$ cat src/rtl/rjc_pkg.sv
// Shared constants and HOME helper for the ring/Johnson counter.
// Optional build macro: RJC_SELFCORRECT_EN.
package rjc_pkg;

    localparam logic MODE_RING    = 1'b0;
    localparam logic MODE_JOHNSON = 1'b1;
    localparam logic DIR_LEFT     = 1'b0;
    localparam logic DIR_RIGHT    = 1'b1;
    localparam int   MAXW         = 64;

    function automatic logic [MAXW-1:0] home(
        input logic mode,
        input int   width
    );
        home = '0;
        if (mode == MODE_RING && width > 0)
            home[0] = 1'b1;
    endfunction

endpackage

$ cat src/rtl/ring_johnson_counter_if.sv
// Control/status bundle of the ring/Johnson counter.
// Optional build macro: RJC_SELFCORRECT_EN.
interface ring_johnson_counter_if #(
    parameter int WIDTH = 4
);
    logic             en;
    logic             mode;
    logic             dir;
    logic             load;
    logic [WIDTH-1:0] load_val;
    logic [WIDTH-1:0] q;
    logic             wrap;
    logic             illegal;

    modport master (
        output en, mode, dir, load, load_val,
        input  q, wrap, illegal
    );

    modport slave (
        input  en, mode, dir, load, load_val,
        output q, wrap, illegal
    );
endinterface

$ cat src/rtl/rjc_stage.sv
// One counter stage: D flop with sync reset value, load and enable.
// Optional build macro: RJC_SELFCORRECT_EN.
module rjc_stage (
    input  logic clk,
    input  logic reset,
    input  logic rst_val,
    input  logic load,
    input  logic load_val,
    input  logic en,
    input  logic d,
    output logic q
);
    always_ff @(posedge clk) begin
        if (reset)
            q <= rst_val;
        else if (load)
            q <= load_val;
        else if (en)
            q <= d;
    end
endmodule

$ cat src/rtl/ring_johnson_counter.sv
// Ring / Johnson shift counter with wrap pulse.
// Build macro RJC_SELFCORRECT_EN adds illegal-state correction.
module ring_johnson_counter
    import rjc_pkg::*;
#(
    parameter int WIDTH = 4
) (
    input  logic clk,
    input  logic reset,
    ring_johnson_counter_if.slave bus
);
    logic [WIDTH-1:0] q;
    logic [WIDTH-1:0] home_v;
    logic [WIDTH-1:0] shifted;
    logic [WIDTH-1:0] d;
    logic             fb_l;
    logic             fb_r;
    logic             bad;
    logic             wrap_q;

    assign home_v = WIDTH'(home(bus.mode, WIDTH));

    always_comb begin
        fb_l = q[WIDTH-1];
        fb_r = q[0];
        if (bus.mode == MODE_JOHNSON) begin
            fb_l = ~q[WIDTH-1];
            fb_r = ~q[0];
        end
        if (bus.dir == DIR_RIGHT)
            shifted = {fb_r, q[WIDTH-1:1]};
        else
            shifted = {q[WIDTH-2:0], fb_l};
    end

`ifdef RJC_SELFCORRECT_EN
    logic [WIDTH-2:0] diff;
    logic             ring_ok;
    logic             john_ok;
    logic             ill_q;

    assign diff    = q[WIDTH-2:0] ^ q[WIDTH-1:1];
    assign ring_ok = ($countones(q) == 1);
    assign john_ok = ($countones(diff) <= 1);
    assign bad     = (bus.mode == MODE_JOHNSON)
                   ? !john_ok : !ring_ok;

    always_ff @(posedge clk) begin
        if (reset || bus.load || !bus.en)
            ill_q <= 1'b0;
        else
            ill_q <= bad;
    end

    assign bus.illegal = ill_q;
`else
    assign bad         = 1'b0;
    assign bus.illegal = 1'b0;
`endif

    assign d = bad ? home_v : shifted;

    for (genvar i = 0; i < WIDTH; i++) begin : g_stage
        rjc_stage u_stage (
            .clk      (clk),
            .reset    (reset),
            .rst_val  (home_v[i]),
            .load     (bus.load),
            .load_val (bus.load_val[i]),
            .en       (bus.en),
            .d        (d[i]),
            .q        (q[i])
        );
    end

    // Pulse describes the q being written on the same edge.
    always_ff @(posedge clk) begin
        if (reset || bus.load || !bus.en)
            wrap_q <= 1'b0;
        else
            wrap_q <= !bad && (shifted == home_v);
    end

    assign bus.q    = q;
    assign bus.wrap = wrap_q;
endmodule

$ cat src/flat_wrapper.sv
// flat-port wrapper written by rule: the top's interface ports become plain ports
module ring_johnson_counter_flat import rjc_pkg::*;
#(
    parameter int WIDTH = 4
)
  (clk, reset, bus_en, bus_mode, bus_dir, bus_load, bus_load_val, bus_q, bus_wrap, bus_illegal);
  ring_johnson_counter_if #(.WIDTH(WIDTH)) bus_i ();
  input  logic clk;
  input  logic reset;
  input wire logic [$bits(bus_i.en)-1:0] bus_en;
  input wire logic [$bits(bus_i.mode)-1:0] bus_mode;
  input wire logic [$bits(bus_i.dir)-1:0] bus_dir;
  input wire logic [$bits(bus_i.load)-1:0] bus_load;
  input wire logic [$bits(bus_i.load_val)-1:0] bus_load_val;
  output wire logic [$bits(bus_i.q)-1:0] bus_q;
  output wire logic [$bits(bus_i.wrap)-1:0] bus_wrap;
  output wire logic [$bits(bus_i.illegal)-1:0] bus_illegal;
  assign bus_i.en = bus_en;
  assign bus_i.mode = bus_mode;
  assign bus_i.dir = bus_dir;
  assign bus_i.load = bus_load;
  assign bus_i.load_val = bus_load_val;
  assign bus_q = bus_i.q;
  assign bus_wrap = bus_i.wrap;
  assign bus_illegal = bus_i.illegal;
  ring_johnson_counter #(.WIDTH(WIDTH)) u_core (.clk(clk), .reset(reset), .bus(bus_i));
endmodule
$ cat config.mk
export PLATFORM = sky130hd
export DESIGN_NAME = ring_johnson_counter_flat
export DESIGN_NICKNAME = d
export VERILOG_FILES = /design/src/rtl/rjc_pkg.sv /design/src/rtl/ring_johnson_counter_if.sv /design/src/rtl/rjc_stage.sv /design/src/rtl/ring_johnson_counter.sv /design/src/flat_wrapper.sv
export SDC_FILE = /design/constraint.sdc
export NUM_CORES = 1
export LEC_CHECK = 0
export ABC_AREA = 1
export CAP_MARGIN = 20
export CORE_UTILIZATION = 25
export DETAILED_ROUTE_END_ITERATION = 7
export PLACE_DENSITY = 0.57
export SLEW_MARGIN = 25
export SYNTH_ARGS = -nofsm -noshare
export SYNTH_HDL_FRONTEND = slang
export SYNTH_HIERARCHICAL = 1
export SYNTH_SLANG_ARGS = --single-unit
$ cat constraint.sdc
create_clock -name clk -period 1.43 [get_ports clk]
set_clock_uncertainty 0.1 [all_clocks]
set_input_delay 0.143 -clock clk [delete_from_list [all_inputs] [get_ports clk]]
set_output_delay 0.143 -clock clk [all_outputs]
set_load 0.01 [all_outputs]
==> run summary <==
The core box area came out at 1745 µm². The maximum net fanout on the critical path came out at 3. After the first detailed-routing iteration, the DRC count stood at 17. The part of the total power dissipated in the clock network is 31.7%. STA classifies the critical path startpoint as a register. The number of instances in the synthesized netlist came out at 81. The initialized floorplan defines 15 standard-cell rows. The launch point of the critical path is u_core/g_stage[2].u_stage/q$_DFFE_PP_. The final weighted congestion in routability-driven placement came out at 0.8021.

The final critical path time including I/O delays and setup came out at 1.399 ns. The number of antenna diodes in the final layout is 0. A synthesized cell averages 5.793 µm². Walking the worst path, the cells encountered are clkdlybuf4s50_1. The share of synthesized area occupied by flip-flops and latches came out at 29.87%.

Setup repair after global routing could not meet its margin everywhere. The first global-routing pass estimated 1.690 mm of wire. The count of non-filler cells in the finished layout is 130. The proportion of total power due to net switching came out at 29.02%.

The clock drives 5 sinks. The top cell types in the final layout, fill and taps aside, are sky130_fd_sc_hd__nand2_1, sky130_fd_sc_hd__inv_1, sky130_fd_sc_hd__clkdlybuf4s50_1, sky130_fd_sc_hd__nand3_1, sky130_fd_sc_hd__nor2_1. The path category of the worst min-delay check is in2reg. On the critical path the largest part of the delay comes from buffers and inverters. Setup violations remaining at the end of the flow were counted as 0. The total number of H-tree levels came out at 1.

Leaving out fill and tap cells, the most frequent cell in the layout is sky130_fd_sc_hd__nand2_1. The number of global-route vias before repair is 430. CTS placed an instance of sky130_fd_sc_hd__clkbuf_4 at the clock tree root. The total global routing track utilization came out at 11.55%. The maximum number of pins on one net before global-route repair came out at 14. The run finished with clean final reports.

In the routed design, unresolved DRC markers number 0. The clock slew seen by the registers of the worst setup and hold paths is 0.04 ns. For this run, the share of the core covered by cells in the final layout is 40.57%. The launch instance of the worst min-delay path is bus_mode.

The required time at the endpoint of the critical path came out at 1.19 ns. The area of the mapped netlist came out at 469.2 µm². For this configuration, the core starts out at a cell density of 26.88%.

The residual antenna-violating net count after detailed routing is 0. The number of vias per cell after detailed routing is 3.692. Combinational logic burns 32.1% of the power.

The worst-case setup margin in the final layout came out at 0.03137 ns. The distinct cell type count after synthesis came out at 17. The chip width is 45.32 µm. The worst register-to-register path begins at u_core/g_stage[2].u_stage/q$_DFFE_PP_. The number of warning messages in the yosys log came out at 6. The post-route fraction of the period consumed by the critical path came out at 97.81%. The number of cells after detailed placement came out at 125.

The worst setup path is of the reg2out kind. The number of buffers created by CTS came out at 3. The switching power summed over all nets is 0.0001486 W. The count of final hold-check violations came out at 0. The area growth from synthesis to layout is 50.93%. The number of antenna violations at the first check in global routing came out at 0. The total count of max-transition violations in the final report is 0. The number of buffers added on ports is 14.

The fraction of final layout cells with drive strength greater than 1 came out at 13.33%. Hold timing on the final database bottoms out at a slack of 0.2368 ns. The number of max-capacitance violations reported is 0. The internal power is 0.0003634 W.

The data arrival time of the critical path came out at 1.16 ns. The flip-flop and latch count after synthesis is 5. The floorplan die area is 2054 µm². The clock passes through at most 2 buffers.

The peak per-stage delay on the critical path came out at 0.55 ns. In this run the static leakage power is 0.4174 nW. The die outline height is 45.32 µm. The vias after detailed routing is 480. At the end of the flow, the number of nets in the layout was 116. Pin placement for this block handled 16 I/O pins.

The post-detailed-route wirelength per cell came out at 7.392 µm. The share of power burned in registers came out at 36.2%. The remaining global-route overflow came out at 0.

The post-detailed-routing wire length is 961 µm. Counting both buffers and inverters, the worst setup path holds a total of 1. The hold-fix buffer count after cts is 0. For the worst-skew pair, the clock arrives at the later sink with an insertion delay of 0.24 ns. The post-placement setup slack is -0.1391 ns.

The worst setup path is captured at an output port. The TritonCTS clock tree is done. The worst vdd rail ir drop is 0.0003445 V. The areal power density over the cells came out at 722.9 nW/µm².

The top achievable clock speed is 715.0 MHz. The slowest stage of the critical path is the sky130_fd_sc_hd__clkdlybuf4s50_1 cell. The HPWL after detailed placement is 730 µm.

The first detailed-routing pass ran for 4 iterations.
==> metrics by stage <==
step | area [µm²] | setup TNS, ns | power (W)
after floorplan | 480.5 | 0 | 0.0002733
after global placement | 663.1 | -0.3145 | 0.0003480
after detailed placement | 663.1 | -0.3201 | 0.0003484
after CTS | 688.2 | 0 | 0.0005146
after global routing | 708.2 | -0.0006116 | 0.0005544
final | 708.2 | 0 | 0.0005120
==> layer usage <==
| metal | up-vias | global-route usage (%) | part of all wire (%) |
|---|---|---|---|
| met5 | - | 0 | 0 |
| met4 | 0 | 9.091 | 0 |
| met3 | 0 | 1.200 | 3.7 |
| met2 | 12 | 16.52 | 47 |
| met1 | 191 | 15.69 | 49 |
| li1 | 277 | - | - |
==> final cells by class <==
class | instances | area, µm²
inverter | 23 | 86.33
tap | 25 | 31.28
timing repair buffer | 19 | 183.9
fill | 189 | 1037
sequential | 5 | 140.1
multi-input combinational | 54 | 240.2
clock buffer | 4 | 26.28
==> power by group through the flow <==
stage / Combinational (W) / Sequential, W / Clock (W)
after floorplan: 0.0000802 / 0.000193 / 0
after global placement: 0.000160 / 0.000188 / 0
after detailed placement: 0.000160 / 0.000188 / 0
after CTS: 0.000159 / 0.000185 / 0.000170
after global routing: 0.000188 / 0.000187 / 0.000180
final: 0.000164 / 0.000185 / 0.000162
==> flip-flops by register name, summed over array words and instances, names as in the netlist <==
signal and cells:
u_core/g_stage.u_stage/q 4, u_core/bus.wrap 1
==> repair_timing <==
action | CTS | global route
gates resized for setup | 1 | 5
setup endpoints to repair | 1 | 4
setup buffers | 0 | 1
==> kinds of logic after synthesis <==
group / share of synthesized area (%)
buf+inv: 22.40
other cells: 0.7992
compound gates: 5.330
xor+xnor: 1.867
flops: 29.87
simple gates: 39.73
==> synth_stat cells <==
library cell,instances,area [µm²]
sky130_fd_sc_hd__o21ai_1,1,5.000
sky130_fd_sc_hd__inv_2,1,3.750
sky130_fd_sc_hd__conb_1,1,3.750
sky130_fd_sc_hd__nand3_1,6,30.03
sky130_fd_sc_hd__or2_2,1,6.260
sky130_fd_sc_hd__nor2_1,6,22.52
sky130_fd_sc_hd__xnor2_1,1,8.760
sky130_fd_sc_hd__buf_4,1,7.510
sky130_fd_sc_hd__nand2_2,2,12.51
sky130_fd_sc_hd__nand2_1,29,108.9
sky130_fd_sc_hd__edfxtp_1,4,120.1
sky130_fd_sc_hd__nor2_2,1,6.260
sky130_fd_sc_hd__o21ai_0,1,5.000
sky130_fd_sc_hd__buf_6,1,11.26
sky130_fd_sc_hd__o211ai_1,2,15.01
sky130_fd_sc_hd__inv_1,22,82.58
sky130_fd_sc_hd__dfxtp_1,1,20.02
==> path summary, 6_finish.rpt <==
check	endpoint	slack, ns	cells after the start
worst max-delay path	bus_q[2]	0.03	1
worst max register to register	u_core/g_stage[3].u_stage/q$_DFFE_PP_	0.10	7
worst min register to register	u_core/bus.wrap$_SDFF_PP0_	0.54	3
worst min-delay path	u_core/bus.wrap$_SDFF_PP0_	0.24	4
No activity file was read; power rests on OpenSTA's default activity.
